[config.mk]
export PLATFORM = sky130hd
export DESIGN_NAME = mux4_scan
export DESIGN_NICKNAME = d
export VERILOG_FILES = /design/src/rtl/mux4_scan.sv
export SDC_FILE = /design/constraint.sdc
export NUM_CORES = 1
export LEC_CHECK = 0
export ABC_AREA = 1
export BUFFER_PORTS_ARGS = -buffer_cell sky130_fd_sc_hd__buf_2
export CORE_MARGIN = 4
export CORE_UTILIZATION = 40
export CTS_CLUSTER_DIAMETER = 200
export DETAILED_ROUTE_END_ITERATION = 16
export SYNTH_ARGS = -nofsm -noshare
export SYNTH_HDL_FRONTEND = slang
export SYNTH_SLANG_ARGS = --single-unit
[constraint.sdc]
create_clock -name clk -period 1.6 [get_ports clk]
set_input_delay 0.16 -clock clk [delete_from_list [all_inputs] [get_ports clk]]
set_output_delay 0.16 -clock clk [all_outputs]
set_load 0.01 [all_outputs]
[src/rtl/mux4_scan.sv]
// mux4_scan: sequencer for a 4:1 bit mux. Steps the select through
// channels a, b, c, d, holds each select for SETTLE cycles, samples the
// mux output at the end of each hold and presents the packed 4-bit word
// downstream with a valid/ready handshake.
// Optional build macro MUX4_SCAN_CONT_EN: a start seen on the handshake
// edge in DONE launches the next scan directly, without passing through IDLE.
module mux4_scan #(
  parameter int unsigned SETTLE = 1
) (
  input  logic       clk,
  input  logic       reset,
  input  logic       start,
  output logic [1:0] sel,
  input  logic       mux_in,
  output logic [3:0] data,
  output logic       valid,
  input  logic       ready,
  output logic       busy
);

  typedef enum logic [1:0] {
    S_IDLE,
    S_SETTLE,
    S_DONE
  } state_t;

  localparam logic [3:0] CNT_LAST = 4'(SETTLE - 1);

  state_t     state, state_n;
  logic [1:0] ch, ch_n;
  logic [3:0] cnt, cnt_n;
  logic [3:0] work, work_n;
  logic [1:0] sel_n;
  logic [3:0] data_n;
  logic       valid_n;
  logic       busy_n;

  // Channel index to mux select: a=00, b=10, c=01, d=11 (bit-reversed index).
  function automatic logic [1:0] enc(input logic [1:0] c);
    return {c[0], c[1]};
  endfunction

  // State and output registers; reset aborts any scan in flight.
  always_ff @(posedge clk or posedge reset) begin
    if (reset) begin
      state <= S_IDLE;
      ch    <= '0;
      cnt   <= '0;
      work  <= '0;
      sel   <= '0;
      data  <= '0;
      valid <= 1'b0;
      busy  <= 1'b0;
    end else begin
      state <= state_n;
      ch    <= ch_n;
      cnt   <= cnt_n;
      work  <= work_n;
      sel   <= sel_n;
      data  <= data_n;
      valid <= valid_n;
      busy  <= busy_n;
    end
  end

  // Next-state and next-output logic; every register holds by default.
  always_comb begin
    state_n = state;
    ch_n    = ch;
    cnt_n   = cnt;
    work_n  = work;
    sel_n   = sel;
    data_n  = data;
    valid_n = valid;
    busy_n  = busy;
    case (state)
      S_IDLE: begin
        if (start) begin
          state_n = S_SETTLE;
          ch_n    = '0;
          sel_n   = enc(2'd0);
          cnt_n   = '0;
          work_n  = '0;
          busy_n  = 1'b1;
        end
      end
      S_SETTLE: begin
        if (cnt == CNT_LAST) begin
          cnt_n      = '0;
          work_n[ch] = mux_in;
          if (ch != 2'd3) begin
            ch_n  = ch + 2'd1;
            sel_n = enc(ch + 2'd1);
          end else begin
            // Last channel: its bit goes straight into the output word on
            // the same edge it is captured.
            data_n  = {mux_in, work[2:0]};
            valid_n = 1'b1;
            busy_n  = 1'b0;
            state_n = S_DONE;
          end
        end else begin
          cnt_n = cnt + 4'd1;
        end
      end
      S_DONE: begin
        if (ready) begin
          valid_n = 1'b0;
`ifdef MUX4_SCAN_CONT_EN
          if (start) begin
            state_n = S_SETTLE;
            ch_n    = '0;
            sel_n   = enc(2'd0);
            cnt_n   = '0;
            work_n  = '0;
            busy_n  = 1'b1;
          end else begin
            state_n = S_IDLE;
            sel_n   = '0;
          end
`else
          state_n = S_IDLE;
          sel_n   = '0;
`endif
        end
      end
      default: begin
        state_n = S_IDLE;
        sel_n   = '0;
        valid_n = 1'b0;
        busy_n  = 1'b0;
      end
    endcase
  end

endmodule

# After elaboration in Yosys (flattened, before gate mapping)
# Cells that the tools add are included.
# totals
out_inout_bits	8
regBits	20
in_bits	5
wordCells	63
# classes
n_reduce_logical	12
bitwise	3
addsub	2
n_eq_ne	8
n_mux	28
n_lt_le_gt_ge	2
# ops
operator	count
$reduce_and A4 Y1	5
$mux W2	9
$pmux W4 S2	2
$mux W4	3
$ne A2 B2 Y1 const B	6
$pmux W2 S3	2
$mux W1	7
$pmux W1 S3	2
$reduce_and A3 Y1	2
$add A4 B1 Y4 const B	1
$bwmux W4	1
$logic_not A4 Y1	1
$pmux W2 S2	1
$lt A2 B3 Y1 const B	1
$not A1 Y1	3
$add A2 B1 Y2 const B	1
$demux W1 S2	1
$eq A2 B1 Y1 const B	1
$eq A2 B2 Y1 const B	1
$ge A2 B1 Y1 const B	1
$logic_not A2 Y1	1
$reduce_and A2 Y1	1
$reduce_bool A2 Y1	1
$logic_and A1 B1 Y1	1

# Logic depth before layout (Yosys ltp)
# depth
word_depth	7
mapped_depth	8
ltp_nobuf	7

# Worst setup path before layout
# OpenSTA, ideal clock, no wires.
# synth_timing
kind	reg-to-reg
start	register ch[0]
end	register data[0]
slack_ps	334
synth_period_minus_slack_ps	1266
path_buffers	1
setup_time_ps	117
t_arrival_ps	1149
path_stages_with_launch	7
path_cell_list	dfrtp_1 > ha_1 > nand3_4 > or2_0 > buf_6 > nand2_2 > o21ai_2
# synth_between
elab_chain_cells	3
# synth_rtl
element	line_no	rtl
start: declaration	30	logic [1:0] ch, ch_n;
start signal: assignment	56	ch <= ch_n;
$ne A2 B2 Y1	91	if (ch != 2'd3) begin
$not A1 Y1 (no line)	-	
$reduce_and A3 Y1 (no line)	-	
end signal: assignment	60	data <= data_n;
end: declaration	15	output logic [3:0] data,
# Every way passes these cells.
# A chain may end at the register's enable or synchronous reset.

# Final worst setup path
# layout_timing
start	register ch[0]
end	register data[3]
# Same word-level chain as after synthesis.

==> flow_summary_export.csv <==
group,metric,value,unit
die,start_util,42.04,%
yosys,synthXorXnorAreaFrac,0.8333,%
yosys,synthesis.nets,138,
placed_design,placed_area,0.001137,sq mm
clocking,cts_resized,0,
yosys,synth_fa_ha_area_share,7.143,%
setup_path,slowest_stage,"dfrtp_1",
die,io_pins,13,
yosys,avgSynthCellArea,8.276,sq um
power,power_switching,944.3,uW
setup_path,cp_top_family,"flip-flops",
drt,drc_errors,0,
yosys,synthMuxAreaShare,0,%
timing,finalMaxSlewViolations,0,
cells_and_area,postLayoutCellArea,0.001175,sq mm
flow_run,maxCapViolCount,0,
yosys,synth_top_family_by_area,"simple AND/OR/NAND/NOR gates",
placed_design,dp_hpwl,1.388,mm
timing,rsz0062_at_grt,"false",
power,power.total,2.123,mW
timing,hold_slack,123.8,ps
timing,min_period_over_period,86.28,%
setup_path,endpoint,"data[3]",
die,die_area,0.003512,sq mm
setup_path,end_kind,"flop",
status,status,"finished, final reports clean",
cells_and_area,nNetsFinal,156,
cells_and_area,final_cell_mix,"34 x nand2_1, 19 x dfrtp_1, 17 x inv_1",
setup_path,cp.depth,6,
setup_path,critPathKind,"flop to flop",
die,core_area,0.002500,sq mm
global_routing,grt_max_degree,20,
yosys,synthSimpleGateAreaFrac,30.36,%
drt,wl_per_cell,10.29,um
timing,hold_viol_final,0,
setup_path,cp.arrival,1580,ps
die,die_w,59.26,um
setup_path,crit_buf_inv,1,
setup_path,reg2reg_to,"data[3]",
yosys,synth-seq-cells,19,
global_routing,grt_pass1_vias,749,
yosys,netlist_area,0.001051,sq mm
power,p_int,1.179,mW
yosys,synthCells,127,
setup_path,r2r-start,"ch[0]",
yosys,synth_compound_area_share,6.429,%
timing,skew,2.447,ps
setup_path,regToRegSetupSlack,220,ps
die,num_rows,18,
clocking,root_buffer,"clkbuf_4",
timing,worst_pin_slew,318.1,ps
timing,timing.fmax,724.4,MHz
setup_path,crit_chain,"ha_1, nand3_4, or2_0, buf_4, nand2_2, o21ai_2",
global_routing,gr-total-overflow,0,
drt,vias_per_cell,4.695,
clocking,cts-hold-fix-buffers,1,
setup_path,cp-start-kind,"flop",
global_routing,grt_pass1_wl,3.132,mm
drt,drtPass1Iterations,4,
setup_path,crit_path_start,"ch[0]",
power,total_leakage_power,0.6478,nW
placed_design,place_ws,217.6,ps
timing,fin_crit,1381,ps
drt,wirelength,1.791,mm
timing,fin_setup_tns,0,ps
cells_and_area,areaGrowthSynthToFinish,11.79,%
clocking,cts_htree_levels,1,
clocking,cts_sinks,19,
cells_and_area,drive_gt1_share,24.31,%
timing,setup_viol_count_final,0,
setup_path,crit_fanout,10,
power,p_sw_share,44.48,%
global_routing,grt_antenna_before_repair,0,
drt,drt-initial-drc-count,31,
power,clkPwrFrac,11.1,%
setup_path,reg2regPathDepth,6,
setup_path,required,1800,ps
power,p_per_area,1807,mW/mm^2
die,die_h,59.26,um
drt,via_count,817,
placed_design,port_buffers,12,
clocking,post_cts_buffers,0,
clocking,cts.clk_slew.worst_paths,100,ps
clocking,cts_buffers,3,
timing,relSlewSlack,78.63,%
clocking,cts_tree,"built",
power,p_seq_share,39.3,%
setup_path,max_stage_delay,430,ps
cells_and_area,final_common_cell,"nand2_1",
drt,final_antenna_net_count,0,
hold_path,hp-class,"input port to flop",
placed_design,place.gp.congestion,0.7790,
power,combPwrFrac,49.6,%
yosys,yosys_warnings,0,
clocking,clockBufferDepth,2,
clocking,clock_latency,290,ps
timing,layout_setup_ws,219.5,ps
global_routing,grt_use_total,11.63,%
power,vdd_drop_max,1033,uV
cells_and_area,diodes,0,
yosys,ys_seq_area_share,45.24,%
yosys,synth_cell_types,20,
==> worst register-to-register path, delay by kind of cell, from the launching register on <==
family / cells / cell delay [ps]
adder cells (fa/ha/maj): 1 / 250
AO/OA/AOI/OAI: 1 / 40
buffers and inverters: 1 / 180
flip-flops: 1 / 430
AND/OR/NAND/NOR: 3 / 380
==> power by group through the flow <==
| stage | Clock (mW) | Sequential (mW) | Combinational [mW] |
|---|---|---|---|
| global placement | 0 | 0.839 | 1.04 |
| detailed placement | 0 | 0.843 | 1.07 |
| global route | 0.275 | 0.866 | 1.21 |
| CTS | 0.256 | 0.837 | 1.07 |
| floorplan | 0 | 0.843 | 0.828 |
| finish | 0.235 | 0.835 | 1.05 |
==> how the worst min path moves through the flow <==
stage | startpoint | endpoint | slack [ps] | cells after the start
floorplan | reset | busy | 110 | 1
global placement | reset | data[0] | 190 | 3
detailed placement | reset | data[1] | 200 | 3
CTS | ready | state[1] | 110 | 4
global route | ready | state[1] | 110 | 4
finish | ready | state[1] | 120 | 4
==> layer usage <==
metal,up-vias,routed length [um],track usage (%)
li1,427,-,-
met1,370,901,15.45
met2,18,794,17.63
met3,2,81,3.922
met4,0,14,3.883
met5,-,0,0
==> state kept, by name (all words and copies together), names as in the netlist <==
register,cells
cnt,4
data,4
work,3
ch,2
sel,2
state,2
busy,1
valid,1
==> Yosys cell counts <==
master,count,share of area (%)
nand3_1,9,4.3
o21ai_2,4,3.3
o21ai_0,2,0.95
a21oi_1,2,0.95
or2_0,1,0.60
dfrtp_1,19,45
inv_1,17,6.1
nor3_1,2,0.95
o21a_1,1,0.71
ha_1,6,7.1
buf_6,3,3.2
o21ai_1,1,0.48
nand2_1,34,12
inv_2,2,0.71
nand3_4,1,1.7
nand2_2,8,4.8
nor2_2,1,0.60
nor2_1,10,3.6
xor2_1,1,0.83
nand4_1,3,1.8
==> cell families (layout without fill, tap and decap cells) <==
logic type | after synthesis | in the layout
and+or+nand+nor | 69 | 69
buffers and inverters | 22 | 39
DFF | 19 | 19
AOI/OAI and AO/OA | 10 | 10
adders and majority gates | 6 | 6
xor gates and xnor gates | 1 | 1
==> through the flow <==
stage / std cells / utilization [%]
after floorplan: 127 / -
after global placement: 169 / 45.50
after detailed placement: 169 / 45.50
after CTS: 174 / 47.00
after global routing: 174 / 47.00
final: 174 / 47.00
==> cell type report <==
type                       count  area (sq um)
multi-input combinational     86         470.5
timing repair buffer          16         92.59
clock buffer                   3         22.52
clock inverter                 1         5.005
fill                         249          1325
sequential                    19         475.5
tap                           30         37.54
inverter                      19         71.32
(Power assumes the default switching activity.)
